[src/rtl/dram_arbiter.sv]
// Round-robin arbiter sharing one data-RAM port among NUM_CORES cores.
// One transaction in flight: IDLE -> ISSUE -> (WAIT x RD_LAT) -> ACK -> IDLE.
module dram_arbiter #(
    parameter int unsigned NUM_CORES = 4,
    parameter int unsigned AW        = 16,
    parameter int unsigned DW        = 16,
    parameter int unsigned RD_LAT    = 1,
    localparam int unsigned GW       = (NUM_CORES > 1) ? $clog2(NUM_CORES) : 1,
    localparam int unsigned CW       = $clog2(RD_LAT + 1)
) (
    input  logic                    clk_i,
    input  logic                    rst_i,
    input  logic [NUM_CORES-1:0]    req_i,
    input  logic [NUM_CORES-1:0]    wren_i,
    input  logic [NUM_CORES*AW-1:0] addr_i,
    input  logic [NUM_CORES*DW-1:0] wdata_i,
    output logic [NUM_CORES-1:0]    ack_o,
    output logic [DW-1:0]           rdata_o,
    output logic [AW-1:0]           mem_addr_o,
    output logic [DW-1:0]           mem_wdata_o,
    output logic                    mem_wren_o,
    input  logic [DW-1:0]           mem_rdata_i,
    output logic [GW-1:0]           grant_id_o,
    output logic                    busy_o
);

    typedef enum logic [1:0] {StIdle, StIssue, StWait, StAck} state_e;

    state_e          state_q, state_d;
    logic [GW-1:0]   grant_q;
    logic [GW-1:0]   last_q;
    logic [AW-1:0]   mem_addr_q;
    logic [DW-1:0]   mem_wdata_q;
    logic            wren_q;
    logic [CW-1:0]   cnt_q;
    logic [DW-1:0]   rdata_q;
    logic [GW-1:0]   pick;
    logic            found;
    int unsigned     idx;

    // Round-robin pick: first set req bit searching upward from last_q+1 with wrap.
    always_comb begin
        pick  = last_q;
        found = 1'b0;
        idx   = 0;
        for (int unsigned i = 1; i <= NUM_CORES; i++) begin
            idx = (int'(last_q) + i) % NUM_CORES;
            if (!found && req_i[idx]) begin
                found = 1'b1;
                pick  = GW'(idx);
            end
        end
    end

    // State register; reset aborts any transaction immediately.
    always_ff @(posedge clk_i or posedge rst_i) begin
        if (rst_i) begin
            state_q <= StIdle;
        end else begin
            state_q <= state_d;
        end
    end

    // Next-state logic.
    always_comb begin
        state_d = state_q;
        unique case (state_q)
            StIdle:  if (|req_i) state_d = StIssue;
            StIssue: state_d = wren_q ? StAck : StWait;
            StWait:  if (cnt_q == CW'(1)) state_d = StAck;
            StAck:   state_d = StIdle;
            default: state_d = StIdle;
        endcase
    end

    // Datapath: latch the winner in IDLE, count read latency, capture read data.
    always_ff @(posedge clk_i or posedge rst_i) begin
        if (rst_i) begin
            grant_q     <= '0;
            last_q      <= GW'(NUM_CORES - 1);
            mem_addr_q  <= '0;
            mem_wdata_q <= '0;
            wren_q      <= 1'b0;
            cnt_q       <= '0;
            rdata_q     <= '0;
        end else begin
            unique case (state_q)
                StIdle: begin
                    if (|req_i) begin
                        grant_q     <= pick;
                        mem_addr_q  <= addr_i[int'(pick)*AW +: AW];
                        mem_wdata_q <= wdata_i[int'(pick)*DW +: DW];
                        wren_q      <= wren_i[pick];
                    end
                end
                StIssue: cnt_q <= CW'(RD_LAT);
                StWait: begin
                    cnt_q <= cnt_q - CW'(1);
                    if (cnt_q == CW'(1)) rdata_q <= mem_rdata_i;
                end
                StAck:   last_q <= grant_q;
                default: ;
            endcase
        end
    end

    // Outputs decoded from state so that reset clears ack and mem_wren at once.
    always_comb begin
        ack_o      = '0;
        mem_wren_o = 1'b0;
        busy_o     = (state_q != StIdle);
        if (state_q == StIssue) mem_wren_o = wren_q;
        if (state_q == StAck) ack_o[grant_q] = 1'b1;
    end

    assign rdata_o     = rdata_q;
    assign mem_addr_o  = mem_addr_q;
    assign mem_wdata_o = mem_wdata_q;
    assign grant_id_o  = grant_q;

endmodule

[config.mk]
export PLATFORM = sky130hd
export DESIGN_NAME = dram_arbiter
export DESIGN_NICKNAME = d
export VERILOG_FILES = /design/src/rtl/dram_arbiter.sv
export SDC_FILE = /design/constraint.sdc
export NUM_CORES = 1
export LEC_CHECK = 0
export ABC_AREA = 1
export ABC_CLOCK_PERIOD_IN_PS = 3100
export CAP_MARGIN = 10
export CORE_MARGIN = 1.5
export CORE_UTILIZATION = 42
export CTS_CLUSTER_DIAMETER = 100
export DETAILED_ROUTE_END_ITERATION = 8
export PLACE_DENSITY = 0.95
export SKIP_CTS_REPAIR_TIMING = 1
export SLEW_MARGIN = 25
export SYNTH_ARGS = -nofsm -noshare
export SYNTH_HDL_FRONTEND = slang
export SYNTH_SLANG_ARGS = --single-unit
[constraint.sdc]
create_clock -name clk_i -period 3.1 [get_ports clk_i]
set_input_delay 0.62 -clock clk_i [delete_from_list [all_inputs] [get_ports clk_i]]
set_output_delay 0.62 -clock clk_i [all_outputs]
set_load 0.02 [all_outputs]
==> run summary <==
Most used cells in the layout excluding fill and tap cells - sky130_fd_sc_hd__clkdlybuf4s50_1, sky130_fd_sc_hd__nand3_1, sky130_fd_sc_hd__nand2_1
Maximum fanout along the worst path - 34
Bufs on Longest Clock Path - 2
Setup Skew - 0.005321 ns
Remaining design rule violation count - 0
Diodes inserted - 0
Number of instances in the synthesized netlist - 502
Remaining global-route overflow - 0
Fin crit period - 2.539 ns
Slew at the pin closest to its max-slew limit - 0.6753 ns
Power per Cell Area - 1177 nW/um^2
Wire length of the first global-routing pass - 20,790 um
Number of antenna violations at the first check in global routing - 0
TritonCTS Sinks - 56
Average routed wire per standard cell - 15.93 um
CTS tree - yes
Number of placed cells counting well taps - 796
Delay contributed by the slowest stage of the critical path - 0.67 ns
Die boundary height - 97.14 um
CP delay by family, top - simple AND/OR/NAND/NOR gates
Standard cell area after detailed placement - 5812 sq um
Root cell of the clock tree - sky130_fd_sc_hd__clkbuf_8
Area share of the largest cell type after synthesis - 0.3630
Critical path buffer and inverter count - 1
Fraction of the cycle the final worst path needs - 0.8191
Mapped Area - 3722 sq um
Maximum achievable frequency - 393.8 MHz
Placement Rows - 34
Worst endpoint required time - 3.30 ns
Maximum ir drop on the vdd rail - 0.7073 mV
Count of nets left with antenna violations after detail routing - 0
Cells taking the most area after synthesis - sky130_fd_sc_hd__dfrtp_1, sky130_fd_sc_hd__nand3_1, sky130_fd_sc_hd__nand2_1, sky130_fd_sc_hd__mux2_2, sky130_fd_sc_hd__buf_6
Clk_lat worst skew - 0.31 ns
CTS clock-pin slew for the worst setup and hold paths - 0.10 ns
H-tree Lvls - 2
Starting Density - 0.4310
Sequential share of the synthesized area - 0.3771
Count of pins over their slew limit - 0
Placed wire-length estimate after detailed placement - 9632 um
Setup slack at placement - 0.2631 ns
Final setup violation count - 0
Die area - 9436 sq um
Worst rel slew slack - 0.5487
Cells traversed along the worst timing path - inv_2 > nand2_1 > nand2_2 > nand2_2 > nand2_2 > nand2_2 > nand2_2 > nand2_4 > nand2_4 > nand2_1 > nand3_1 > nand3_1 > nand2_1
Fill count - 694
Maximum number of pins on one net before global-route repair - 35
Slowest stage cell on the critical path - sky130_fd_sc_hd__dfstp_2
Most frequent cell on the critical path - sky130_fd_sc_hd__nand2_2
Unrepaired setup endpoints after global routing - no
Fraction of final layout cells with drive strength greater than 1 - 0.08621
Sum of routed wire length over all layers - 12,810 um
Classification of the worst-slack hold path - reg -> reg
Floorplan core area - 8636 sq um
Total count of hold-check failures in the final report - 0
Number of storage elements in the synthesis netlist - 56
Startpoint types - flip-flop
Initial DRT Pass Iterations - 5
Vias post-DR - 4,419
Largest area contributor in the synthesized netlist - sky130_fd_sc_hd__dfrtp_1
Port Buf Inserts - 209
Syn nets - 660
Io pins - 210
Vias/cell - 5.496
Distinct cell type count of the synthesized netlist - 24
Layout Nets - 853
GRT Total Usage - 0.2663
Number of global-route vias before repair - 4,456
Number of max-cap violations - 0
CP Capture Type - flip-flop
Filler-free cell count of the finished design - 804
Final WS setup - 0.5607 ns
Layout Cell Area excl Fill - 5919 sq um
Static Leakage - 0.002659 uW
Data arrival at the endpoint of the critical path - 2.74 ns
DRC violation total after the first TritonRoute iteration - 216
Start-to-end type of the worst setup path - reg -> reg
Growth of design area from synthesis to finish - 59.03%
Average size of a mapped cell - 7.415 sq um
Clock buffer count from CTS - 5
Number of warnings printed during yosys synthesis - 0
Leading cell type in the layout, fill and taps excluded - sky130_fd_sc_hd__clkdlybuf4s50_1
Setup total negative slack - 0 ns
Result of the run - completed
Global placer's final weighted congestion - 0.8730
Overall power consumption - 6968 uW
Overall die width - 97.14 um
-- synthesized netlist by cell type (all sizes together) --
cell,number
a21oi,3
buf,33
clkbuf,4
clkinv,1
dfrtp,54
dfstp,2
ha,4
inv,14
mux2,17
nand2,148
nand3,207
nor2,7
nor3,1
o21ai,6
o22ai,1
-- worst paths after layout --
check	from	end	slack, ns	cells after the start
worst max-delay path	last_q[0]$_DFFE_PP1P_	mem_addr_o[2]$_DFFE_PP0P_	0.56	13
max in group asynchronous	rst_i	last_q[1]$_DFFE_PP1P_	1.79	3
worst max register to register	last_q[0]$_DFFE_PP1P_	mem_addr_o[2]$_DFFE_PP0P_	0.56	13
worst min-delay path	mem_addr_o[8]$_DFFE_PP0P_	mem_addr_o[8]$_DFFE_PP0P_	0.49	2
worst min register to register	mem_addr_o[8]$_DFFE_PP0P_	mem_addr_o[8]$_DFFE_PP0P_	0.49	2
min in group asynchronous	rst_i	rdata_o[3]$_DFFE_PP0P_	0.62	2
-- report_power, final --
group	internal, uW	switching [uW]
Clock	240	233
Combinational	2030	3100
Sequential	1130	238
Total	3390	3570
-- area by class of cell --
| type | instances | area (sq um) | share of cell area |
|---|---|---|---|
| Clock buffer | 6 | 72.57 | 0.01226 |
| Clock inverter | 2 | 35.03 | 0.005918 |
| Inverter | 15 | 58.81 | 0.009934 |
| Multi-Input combinational cell | 394 | 1992 | 0.3365 |
| Sequential cell | 56 | 1404 | 0.2372 |
| Tap cell | 108 | 135.1 | 0.02283 |
| Timing Repair Buffer | 223 | 2222 | 0.3754 |
-- metrics by stage --
stage                     hold slack (ns)    util
after floorplan                    0.4494       -
after global placement             0.4608  0.6730
after detailed placement           0.4646  0.6730
after CTS                          0.4909  0.6855
after global routing               0.5061  0.6855
final                              0.4852  0.6855
-- worst register-to-register path, delay by kind of cell, from the launching register on --
family,cells,cell delay (ns)
buffers and inverters,1,0.15
DFF,1,0.67
and+or+nand+nor,12,1.60
-- logic make-up (layout without fill, tap and decap cells) --
group,count (synthesis),in the layout,share of synthesized area
and+or+nand+nor,363,363,0.4534
AOI/OAI and AO/OA,10,10,0.01681
adders and majority gates,4,4,0.01345
DFF,56,56,0.3771
muxes,17,17,0.05143
buffers and inverters,52,246,0.08773
-- per-layer routing --
layer	up-vias	global-route usage	part of all wire
li1	2085	-	-
met1	2021	0.3073	0.38
met3	48	0.07554	0.11
met2	265	0.4712	0.49
met5	-	0	0
met4	0	0.09142	0.033
-- sequential cells by signal (all words and copies together) (netlist names) --
register,flops
grant_id_o,2
cnt_q,1
rdata_o,16
wren_q,1
mem_addr_o,16
last_q,2
state_q,2
mem_wdata_o,16
(Power assumes the default switching activity.)
